==> config.mk <==
export PLATFORM = sky130hd
export DESIGN_NAME = store_display_sched
export DESIGN_NICKNAME = d
export VERILOG_FILES = /design/src/rtl/fpga_io_pkg.sv /design/src/rtl/sync_fifo.sv /design/src/rtl/store_display_sched.sv
export SDC_FILE = /design/constraint.sdc
export NUM_CORES = 1
export LEC_CHECK = 0
export ABC_AREA = 1
export BUFFER_PORTS_ARGS = -buffer_cell sky130_fd_sc_hd__buf_2
export CAP_MARGIN = 20
export CORE_ASPECT_RATIO = 0.7
export CORE_MARGIN = 1.5
export CORE_UTILIZATION = 60
export DETAILED_ROUTE_END_ITERATION = 8
export HOLD_SLACK_MARGIN = 0.15
export PLACE_DENSITY = 0.82
export REMOVE_ABC_BUFFERS = 1
export SETUP_SLACK_MARGIN = 0.05
export SLEW_MARGIN = 10
export SYNTH_ARGS = -nofsm -noshare
export SYNTH_HDL_FRONTEND = slang
export SYNTH_HIERARCHICAL = 1
export SYNTH_SLANG_ARGS = --single-unit
==> constraint.sdc <==
create_clock -name clk -period 6.9 [get_ports clk]
set_input_delay 0.345 -clock clk [delete_from_list [all_inputs] [get_ports clk]]
set_output_delay 0.345 -clock clk [all_outputs]
set_load 0.02 [all_outputs]
==> src/rtl/fpga_io_pkg.sv <==
// Shared types for the FPGA I/O display path: one displayed store entry and
// the scheduler FSM state.
package fpga_io_pkg;

    localparam int DWELL_1S_50MHZ = 50_000_000;

    typedef struct packed {
        logic [7:0] addr;
        logic [7:0] data;
    } disp_entry_t;

    typedef enum logic {
        IDLE = 1'b0,
        SHOW = 1'b1
    } disp_state_t;

endpackage

==> src/rtl/sync_fifo.sv <==
// Single-clock FIFO with a registered occupancy count and a combinational head.
// Full/empty come from the count so the wrapping pointers never alias.
module sync_fifo #(
    parameter int WIDTH = 16,
    parameter int DEPTH = 8
) (
    input  logic                     clk,
    input  logic                     rst,
    input  logic                     push,
    input  logic                     pop,
    input  logic [WIDTH-1:0]         din,
    output logic [WIDTH-1:0]         dout,
    output logic                     full,
    output logic                     empty,
    output logic [$clog2(DEPTH):0]   count
);

    localparam int AW = $clog2(DEPTH);

    // Handshake: pop is honoured only when not empty; push is honoured when
    // not full, or when a real pop frees a slot at the same edge.
    logic [WIDTH-1:0] mem [DEPTH];
    logic [AW-1:0]    wr_ptr;
    logic [AW-1:0]    rd_ptr;
    logic             do_push;
    logic             do_pop;

    assign empty   = (count == '0);
    assign full    = (count == (AW+1)'(DEPTH));
    assign do_pop  = pop & ~empty;
    assign do_push = push & (~full | do_pop);
    assign dout    = mem[rd_ptr];

    always_ff @(posedge clk) begin
        if (do_push) begin
            mem[wr_ptr] <= din;
        end
    end

    always_ff @(posedge clk or posedge rst) begin
        if (rst) begin
            wr_ptr <= '0;
            rd_ptr <= '0;
            count  <= '0;
        end else begin
            if (do_push) begin
                wr_ptr <= wr_ptr + 1'b1;
            end
            if (do_pop) begin
                rd_ptr <= rd_ptr + 1'b1;
            end
            if (do_push && !do_pop) begin
                count <= count + 1'b1;
            end else if (do_pop && !do_push) begin
                count <= count - 1'b1;
            end
        end
    end

endmodule

==> src/rtl/store_display_sched.sv <==
// Buffers core store events and shows each one on the 16 LEDs for a fixed
// dwell time, in arrival order, with sticky overflow reporting.
module store_display_sched
    import fpga_io_pkg::*;
#(
    parameter int DEPTH        = 8,
    parameter int DWELL_CYCLES = DWELL_1S_50MHZ
) (
    input  logic                     clk,
    input  logic                     rst,
    input  logic                     MemWriteM,
    input  logic [31:0]              ALUResultM,
    input  logic [31:0]              WriteDataM,
    input  logic                     hold,
    input  logic                     clr_ovf,
    output logic [15:0]              LED,
    output logic                     busy,
    output logic [$clog2(DEPTH):0]   fifo_count,
    output logic                     overflow
);

    // A one-cycle dwell still needs a one-bit counter.
    localparam int CNT_W = (DWELL_CYCLES > 1) ? $clog2(DWELL_CYCLES) : 1;
    localparam logic [CNT_W-1:0] DWELL_LAST = CNT_W'(DWELL_CYCLES - 1);

    disp_state_t      state;
    logic [CNT_W-1:0] dwell_cnt;
    disp_entry_t      wr_entry;
    disp_entry_t      head;
    logic             fifo_full;
    logic             fifo_empty;
    logic             pop_req;
    logic             drop;
    logic             unused_hi;

    assign wr_entry  = '{addr: ALUResultM[7:0], data: WriteDataM[7:0]};
    assign unused_hi = ^{ALUResultM[31:8], WriteDataM[31:8]};

    sync_fifo #(
        .WIDTH ($bits(disp_entry_t)),
        .DEPTH (DEPTH)
    ) u_fifo (
        .clk   (clk),
        .rst   (rst),
        .push  (MemWriteM),
        .pop   (pop_req),
        .din   (wr_entry),
        .dout  (head),
        .full  (fifo_full),
        .empty (fifo_empty),
        .count (fifo_count)
    );

    // IDLE loads regardless of hold; SHOW only advances when not held.
    assign pop_req = ~fifo_empty & ((state == IDLE) | (~hold & (dwell_cnt == '0)));
    assign drop    = MemWriteM & fifo_full & ~pop_req;
    assign busy    = (state == SHOW);

    always_ff @(posedge clk or posedge rst) begin
        if (rst) begin
            state     <= IDLE;
            dwell_cnt <= '0;
            LED       <= '0;
        end else if (pop_req) begin
            state     <= SHOW;
            dwell_cnt <= DWELL_LAST;
            LED       <= head;
        end else if (state == SHOW && !hold) begin
            if (dwell_cnt != '0) begin
                dwell_cnt <= dwell_cnt - 1'b1;
            end else begin
                state <= IDLE;
            end
        end
    end

    always_ff @(posedge clk or posedge rst) begin
        if (rst) begin
            overflow <= 1'b0;
        end else if (drop) begin
            overflow <= 1'b1;
        end else if (clr_ovf) begin
            overflow <= 1'b0;
        end
    end

endmodule

==> results.md, run 1 <==
- GRT overflow: 0
- Rows: 36
- 1st-iter DRT viols: 552
- Post-Layout Cell Count: 1262
- CTS Buf Count: 17
- Post-synth top flop: edfxtp_1
- Critical Path Sink Type: register
- Worst min path class: in -> reg
- CP Launch Type: register
- GR Util All Layers: 24.9%
- Post-Syn Instances: 1017
- Placed Cells: 1223
- Fin crit period: 3.86 ns
- Yosys reg bits: 182
- Final Util: 69.2%
- Global-route wire length before repair: 29400 µm
- Worst Hold Path Cells: 1
- Reg2reg path depth: 18
- Critical Path AT: 4.17 ns
- Critical-path maximum fanout: 25
- GP Congestion: 0.916
- Synthesis-to-layout area growth: 11.1%
- # clock sinks: 182
- Synthesized area: 8750 µm²
- I/O Pins: 91
- Sequential cell area: 5200 µm²
- Chip Width: 147 µm
- Drt first pass iters: 6
- Layout filler cell count: 1067
- Initial Util: 62.2%
- Post-CTS setup buffers: 0
- Final ANT Viol Nets: 0
- Slew Limit Fails: 0
- Lkg Pwr: 4.60 nW
- Post-synth top cells: nand2_1, nor2_1, edfxtp_1, inv_1, dfrtp_1
- R2r endpoint: u_fifo/count[3]
- Rel. slew slack: 22.1%
- YS warnings: 6
- Via count: 6448
- Worst-path clk slew: 0.06 ns
- Seq/Total Area, Yosys: 59.4%
- Hold Crit Start: WriteDataM[0]
- Largest net degree at the start of global routing: 97
- Endpoints failing setup: 0
- Ys async rst share: 29.7%
- Setup Skew: 0.0126 ns
- Min-Delay Endpoint: u_fifo/mem[3][0]
- Top cell type by total area after synthesis: edfxtp_1
- Core Region: 14100 µm²
- Final setup TNS: 0 ns
- Root Driver: clkbuf_16
- FMAX: 0.259 GHz
- Htree depth: 4
- Setup slack, reg-to-reg: 3.04 ns
- IO Port Bufs: 42
- WL/cell: 14.5 µm
- Worst skew pair latency: 0.42 ns
- Total Nets Final: 1135
- Outcome: complete, no violations
- Top cell type's share of synthesized area: 43.9%
- Final hold violations: 0
- FF-to-FF Start: u_fifo/count[0]
- Vias in the first global route: 5900
- CTS tree: done
- Vias/cell: 5.11
- WS Path Type: reg -> reg
- Power Density: 362 nW/µm²
- Most common cell in the netlist: nand2_1
- Die area: 15300 µm²
- Worst-Margin Slew: 1.17 ns
- Top cells by area, synth: edfxtp_1, nand2_1, dfrtp_1
- EDFF count, synth: 128
- Fin crit share: 56.0%
- Initial antenna violation count: 0
- Post-synth cell types: 32
- CTS Buffer Depth: 2
- VDD IR-drop max: 267 µV
- Critical Path RT: 7.21 ns
- Share of layout cells above drive strength 1: 9.90%
- Maximum Capacitance Violations: 0
- DR DRC count: 0
- Mean Syn Cell Area: 8.60 µm²
- RSZ-0062 raised after global routing: false
- DP Wirelength: 10400 µm
- Post-Route WL: 18200 µm
- Area of the multi-input gates: 2950 µm²
- Die Ht: 104 µm
-- registers in the layout, summed over array words and instances, names as in the netlist --
| signal | cells |
|---|---|
| dwell_cnt | 26 |
| u_fifo/wr_ptr | 3 |
| u_fifo/mem | 128 |
| busy | 1 |
| overflow | 1 |
| u_fifo/rd_ptr | 3 |
| u_fifo/count | 4 |
| LED | 16 |
-- through the flow --
| step | setup WS [ns] | hold slack (ns) | cell area (µm²) | total power, mW |
|---|---|---|---|---|
| global route | 2.84 | 0.187 | 9720 | 3.73 |
| detailed placement | 3.15 | 0.357 | 9060 | 2.55 |
| finish | 3.04 | 0.184 | 9720 | 3.52 |
| global placement | 3.28 | 0.356 | 9060 | 2.51 |
| floorplan | 3.78 | 0.185 | 8540 | 2.28 |
| CTS | 3.08 | 0.175 | 9660 | 3.51 |
-- placed cells by master (no fill, tap or decap), drive strengths merged, types with 2 or more instances in the layout --
master / count
o21ai: 4
clkbuf: 21
xor2: 9
nand3: 25
a21oi: 3
ha: 7
nor2: 192
nand4: 10
dfrtp: 54
or2: 3
inv: 110
nand2: 425
buf: 53
bufinv: 2
dlygate4sd3: 2
xnor2: 10
clkinv: 7
edfxtp: 128
-- area by class of cell --
cell class                      instances  share of cell area (%)
Clock buffer                           21                    4.63
Clock inverter                         11                    1.30
Sequential cell                       182                    53.5
Timing Repair Buffer                   55                    3.54
Antenna cell                            1                  0.0257
Multi-Input combinational cell        693                    30.4
Tap cell                              190                    2.45
Inverter                              109                    4.21
-- repair_timing --
| action | in CTS | in global routing |
|---|---|---|
| hold endpoints to repair | 11 | 0 |
| hold buffers | 2 | 0 |
| resized for setup | 0 | 0 |
-- worst max path at each step --
stage	start	endpoint	slack [ns]
finish	u_fifo/count[0]	u_fifo/count[3]	3.04
global route	u_fifo/count[0]	u_fifo/count[3]	2.84
CTS	u_fifo/count[0]	u_fifo/mem[3][1]	3.08
detailed placement	u_fifo/count[0]	u_fifo/mem[3][14]	3.15
global placement	u_fifo/count[0]	u_fifo/mem[3][14]	3.28
floorplan	u_fifo/count[0]	u_fifo/count[3]	3.78
-- where the power goes --
group	internal (mW)	switching [mW]	total [mW]
Sequential	1.40	0.160	1.56
Combinational	0.332	0.681	1.01
Clock	0.545	0.402	0.947
-- worst max-delay path: stages, from the launching register on --
cell and delay [ns]:
dfrtp_1 0.48, nor2_1 0.10, nand3_1 0.14, inv_1 0.12, nor2_1 0.27, inv_2 0.08, a21oi_4 0.65, inv_1 0.15
nand4_1 0.22, nand2_1 0.27, inv_1 0.13, ha_1 0.17, inv_1 0.09, ha_1 0.31, or2_2 0.31, nand2_1 0.07
nand2_1 0.05, nand3_1 0.07, nand2_1 0.06
-- per-layer routing --
layer	GRT usage [%]	vias to the layer above	part of all wire, %	wire length, µm
met2	38.2	247	46	8340
met5	0	-	0	0
li1	-	3219	-	-
met3	4.74	24	7.4	1350
met4	8.14	0	1.3	244
met1	36.0	2958	46	8300
-- cells by family after synthesis --
family	Yosys count	synth area share, %
mux	1	0.114
fa+ha+maj	8	1.23
flops	182	59.4
simple gates	658	29.8
xor+xnor	19	1.90
buf+inv	142	6.98
compound gates	7	0.572
(Power assumes the default switching activity.)
==> inputs of run 2 (changes only) <==
- CORE_UTILIZATION: 60 -> 59
- PLACE_DENSITY: 0.82 -> 0.81
- clock period: 6.9 -> 3.7 ns (I/O delays scaled with it)
==> run 2 against run 1 <==
Clock-buffer cell count shrank 1. Sequential cell count is the same. Wire length grew 2.2%. Maximum frequency grew 18%. Highest routed layer unchanged.
==> results.md, run 2 (same netlist as run 1, synthesis figures left out) <==
- Largest net degree at the start of global routing: 59
- Die area: 15600 µm²
- Delay-heaviest family, CP: simple AND/OR/NAND/NOR gates
- DP Wirelength: 10600 µm
- CP Launch Type: register
- RSZ-0062 raised after global routing: false
- Maximum Capacitance Violations: 0
- CTS Buffer Depth: 2
- Critical Path AT: 3.60 ns
- Post-Route WL: 18700 µm
- DR DRC count: 0
- Rel. slew slack: 40.4%
- Max reg flops: 128
- Worst skew pair latency: 0.44 ns
- WS Path Type: reg -> reg
- Critical Path Sink Type: register
- # clock sinks: 182
- Largest Register: u_fifo/mem
- Leading registers by flop count: u_fifo/mem x128, dwell_cnt x26, LED x16
- Worst-path clk slew: 0.07 ns
- VDD IR-drop max: 509 µV
- Power Density: 680 nW/µm²
- Crit path cell chain: nor2_1 -> nand3_1 -> inv_1 -> nor2_1 -> inv_2 -> a21oi_4 -> inv_1 -> nand4_1 -> nand2_1 -> inv_1 -> ha_1 -> inv_1 -> ha_1 -> or2_2 -> nand2_1 -> nand2_1 -> nand3_1 -> nand2_1
- Critical-path maximum fanout: 7
- WL/cell: 14.5 µm
- 1st-iter DRT viols: 513
- FMAX: 0.305 GHz
- I/O Pins: 91
- Chip Width: 149 µm
- Final ANT Viol Nets: 0
- Core Region: 14600 µm²
- Worst min path class: in -> async
- Drt first pass iters: 6
- Global-route wire length before repair: 30700 µm
- Outcome: complete, no violations
- Final hold violations: 0
- Synthesis-to-layout area growth: 14.5%
- Setup Skew: 0.0101 ns
- Fin crit share: 88.5%
- Layout filler cell count: 1086
- Most common cell after layout, fill and taps aside: nand2_1
- Worst-Margin Slew: 0.894 ns
- Share of layout cells above drive strength 1: 10.1%
- Htree depth: 4
- GR Util All Layers: 26.0%
- Fin crit period: 3.28 ns
- Slew Limit Fails: 0
- Via count: 6553
- Total Nets Final: 1158
- Vias/cell: 5.08
- Final Util: 68.7%
- Endpoints failing setup: 0
- Critical path's slowest cell: dfrtp_1
- IO Port Bufs: 42
- CTS Buf Count: 17
- Die Ht: 105 µm
- Initial Util: 60.0%
- Post-route cell area: 10000 µm²
- GRT overflow: 0
- Max incr delay on CP: 0.46 ns
- Post-DP Area: 9120 µm²
- ANT cells: 0
- Root Driver: clkbuf_16
- Lkg Pwr: 4.73 nW
- Final setup TNS: 0 ns
- Total Power: 6.81 mW
- Buf+Inv Stages, Crit Path: 5
- Post-CTS setup buffers: 0
- Vias in the first global route: 6237
- Initial antenna violation count: 0
- Critical Path RT: 4.02 ns
- Rows: 37
- CTS tree: done
- GP Congestion: 0.863
- Most frequent cells in the layout: nand2_1, nor2_1, edfxtp_1
run 2: what timing repair did:
action                                 CTS  global route
hold buffers                            21             0
resized for setup                        0             0
endpoints found under the hold margin  186             0
run 2: worst paths after layout:
path,depth (start not counted),end,start,slack [ns]
setup reg to reg,18,u_fifo/count[3],u_fifo/count[0],0.42
max in group asynchronous,4,LED[1],rst,2.93
hold / removal,3,dwell_cnt[2],rst,0.27
min in group clk,2,LED[8],LED[8],0.47
hold reg to reg,2,LED[8],LED[8],0.47
setup / recovery,18,u_fifo/count[3],u_fifo/count[0],0.42
run 2: layout make-up:
type | instances | area, µm² | share of cell area, %
timing repair buffer | 78 | 561 | 5.60
sequential | 182 | 5200 | 51.9
inverter | 109 | 409 | 4.08
multi-input combinational | 693 | 2950 | 29.4
clock inverter | 12 | 199 | 1.99
clock buffer | 20 | 457 | 4.56
tap | 195 | 244 | 2.44
run 2: per-stage QoR:
step | setup slack [ns] | std cells | hold slack, ns
after floorplan | 0.583 | 984 | 0.0252
after global placement | 0.669 | 1233 | 0.224
after detailed placement | 0.578 | 1234 | 0.238
after CTS | 0.447 | 1287 | 0.330
after global routing | 0.161 | 1289 | 0.288
final | 0.424 | 1289 | 0.266
run 2: layer usage:
layer  vias up  global-route usage (%)  share of wire (%)
met5         -                       0                  0
met2       255                    41.3                 46
met4         0                    9.76                1.5
met1      3009                    35.8                 45
met3        25                    5.07                6.7
li1       3264                       -                  -
run 2: worst min-delay path, cell delays in order:
cell and delay (ns):
dlygate4sd3_1 0.54, buf_2 0.14, inv_2 0.23
run 2: where the power goes:
group	internal [mW]	leakage [nW]	total, mW	switching, mW
combinational	0.639	2.55	1.91	1.27
sequential	2.61	1.87	2.91	0.303
clock	1.23	0.310	1.99	0.758
total	4.48	4.73	6.81	2.33
==> inputs of run 3 (changes only) <==
- CORE_UTILIZATION: 59 -> 45
- PLACE_DENSITY: 0.81 -> 0.65
==> run 3 against run 2 <==
Worst hold slack better by 0.0060 ns. Power is 4.7% lower. Clock power is 14% lower. Final cell count is 5.4% higher. First-iteration DRC count is 9.9% higher. Via count is 3.6% lower.
==> results.md, run 3 (same netlist as run 1, synthesis figures left out) <==
- Total Power: 6.49 mW
- Largest Register: u_fifo/mem
- Critical Path Sink Type: register
- Most frequent cells in the layout: nand2_1, nor2_1, edfxtp_1
- Clk pwr share: 26.3%
- Largest net degree at the start of global routing: 60
- DR DRC count: 0
- Post-Route WL: 18300 µm
- GP Congestion: 0.844
- Core Region: 19000 µm²
- Final ANT Viol Nets: 0
- Synthesis-to-layout area growth: 14.2%
- Internal: 4.13 mW
- Share of layout cells above drive strength 1: 10.5%
- Initial Util: 46.1%
- Leading registers by flop count: u_fifo/mem x128, dwell_cnt x26, LED x16
- IO Port Bufs: 42
- GR Util All Layers: 19.6%
- GRT met3 Usage: 4.42%
- Hold slack: 0.272 ns
- ANT cells: 0
- Grt met1 use: 28.7%
- Slew Limit Fails: 0
- Die Ht: 120 µm
- Post-DP Area: 9220 µm²
- Critical-path maximum fanout: 7
- Worst min path class: in -> async
- Lkg Pwr: 4.69 nW
- Total Nets Final: 1159
- Setup Skew: 0.0116 ns
- Root Driver: clkbuf_16
- Endpoints failing setup: 0
- RSZ-0062 raised after global routing: false
- GRT overflow: 0
- Final hold violations: 0
- Worst skew pair latency: 0.43 ns
- Most common cell after layout, fill and taps aside: nand2_1
- Sequential share of power: 44.7%
- Worst-path clk slew: 0.07 ns
- Rel. slew slack: 47.3%
- CTS Buf Count: 17
- Cts repair resizes: 0
- DP Wirelength: 11100 µm
- Max reg flops: 128
- FMAX: 0.316 GHz
- Power Density: 650 nW/µm²
- Maximum Capacitance Violations: 0
- CTS tree: done
- Vias in the first global route: 5828
- Via count: 6314
- Switching Share: 36.4%
- Die area: 20300 µm²
- Chip Width: 170 µm
- Worst-Margin Slew: 0.789 ns
- Combinational power share: 29.0%
- WS Path Type: reg -> reg
- Initial antenna violation count: 0
- CTS Buffer Depth: 2
- Critical Path AT: 3.49 ns
- Final Util: 52.7%
- 1st-iter DRT viols: 564
- Outcome: complete, no violations
- Fin crit share: 85.5%
- # clock sinks: 182
- VDD IR-drop max: 367 µV
- Global-route wire length before repair: 30000 µm
- Final setup TNS: 0 ns
- CP Launch Type: register
- Post-CTS setup buffers: 0
- WL/cell: 13.5 µm
- NetSw: 2.37 mW
- GR peak layer: met2
- Rows: 42
- Critical Path RT: 4.03 ns
- Hold_buf cts: 21
- Vias/cell: 4.65
- I/O Pins: 91
- Met2 Use GR: 29.6%
- Htree depth: 4
- Fin crit period: 3.17 ns
- Post-route cell area: 9990 µm²
- Drt first pass iters: 6
==> run 3: cell count changes in the layout (fill, tap and decap cells not counted), sizes merged <==
| cell | before | now |
|---|---|---|
| bufinv | 5 | 0 |
| clkinv | 3 | 4 |
| clkbuf | 20 | 19 |
| buf | 57 | 58 |
| clkinvlp | 3 | 0 |
| inv | 110 | 118 |
==> run 3: metal layers <==
metal  share of wire, %  wire length (µm)
met5                  0                 0
met4               0.63               116
met3                4.9               896
met2                 44              8070
met1                 51              9270
==> run 3: worst paths after layout <==
check | slack [ns] | start | depth (start not counted) | to
setup / recovery | 0.53 | u_fifo/count[0] | 18 | u_fifo/count[3]
hold / removal | 0.27 | rst | 3 | overflow
setup reg to reg | 0.53 | u_fifo/count[0] | 18 | u_fifo/count[3]
hold reg to reg | 0.47 | LED[11] | 2 | LED[11]
max in group asynchronous | 2.62 | rst | 4 | LED[13]
min in group clk | 0.47 | LED[11] | 2 | LED[11]
==> run 3: metrics by stage <==
stage / instances / worst slack [ns]
2_1_floorplan: 984 / 0.583
3_3_place_gp: 1305 / 0.626
3_5_place_dp: 1305 / 0.586
4_1_cts: 1358 / 0.536
5_1_grt: 1359 / 0.255
6_report: 1359 / 0.535
==> run 3: critical path, stage by stage (launching register included) <==
cell,delay (ns)
dfrtp_1,0.46
nor2_1,0.18
nand3_1,0.15
inv_1,0.19
nor2_1,0.13
inv_2,0.08
a21oi_4,0.04
inv_1,0.07
nand4_1,0.19
nand2_1,0.33
inv_1,0.09
ha_1,0.23
inv_1,0.13
ha_1,0.27
or2_2,0.31
nand2_1,0.07
nand2_1,0.05
nand3_1,0.06
nand2_1,0.05
==> run 3: final cells by class <==
class,instances,area [µm²]
Multi-Input combinational cell,693,2960
Inverter,109,409
Tap cell,264,330
Clock inverter,13,113
Fill cell,1744,8980
Clock buffer,19,433
Sequential cell,182,5200
Timing Repair Buffer,79,544
==> run 3: power by group through the flow <==
| stage | Combinational (mW) | Clock, mW | Sequential, mW |
|---|---|---|---|
| 2_1_floorplan | 1.26 | 0 | 2.99 |
| 3_3_place_gp | 1.81 | 0 | 2.93 |
| 3_5_place_dp | 1.85 | 0 | 2.94 |
| 4_1_cts | 1.88 | 1.73 | 2.90 |
| 5_1_grt | 2.16 | 1.82 | 2.96 |
| 6_report | 1.89 | 1.71 | 2.90 |
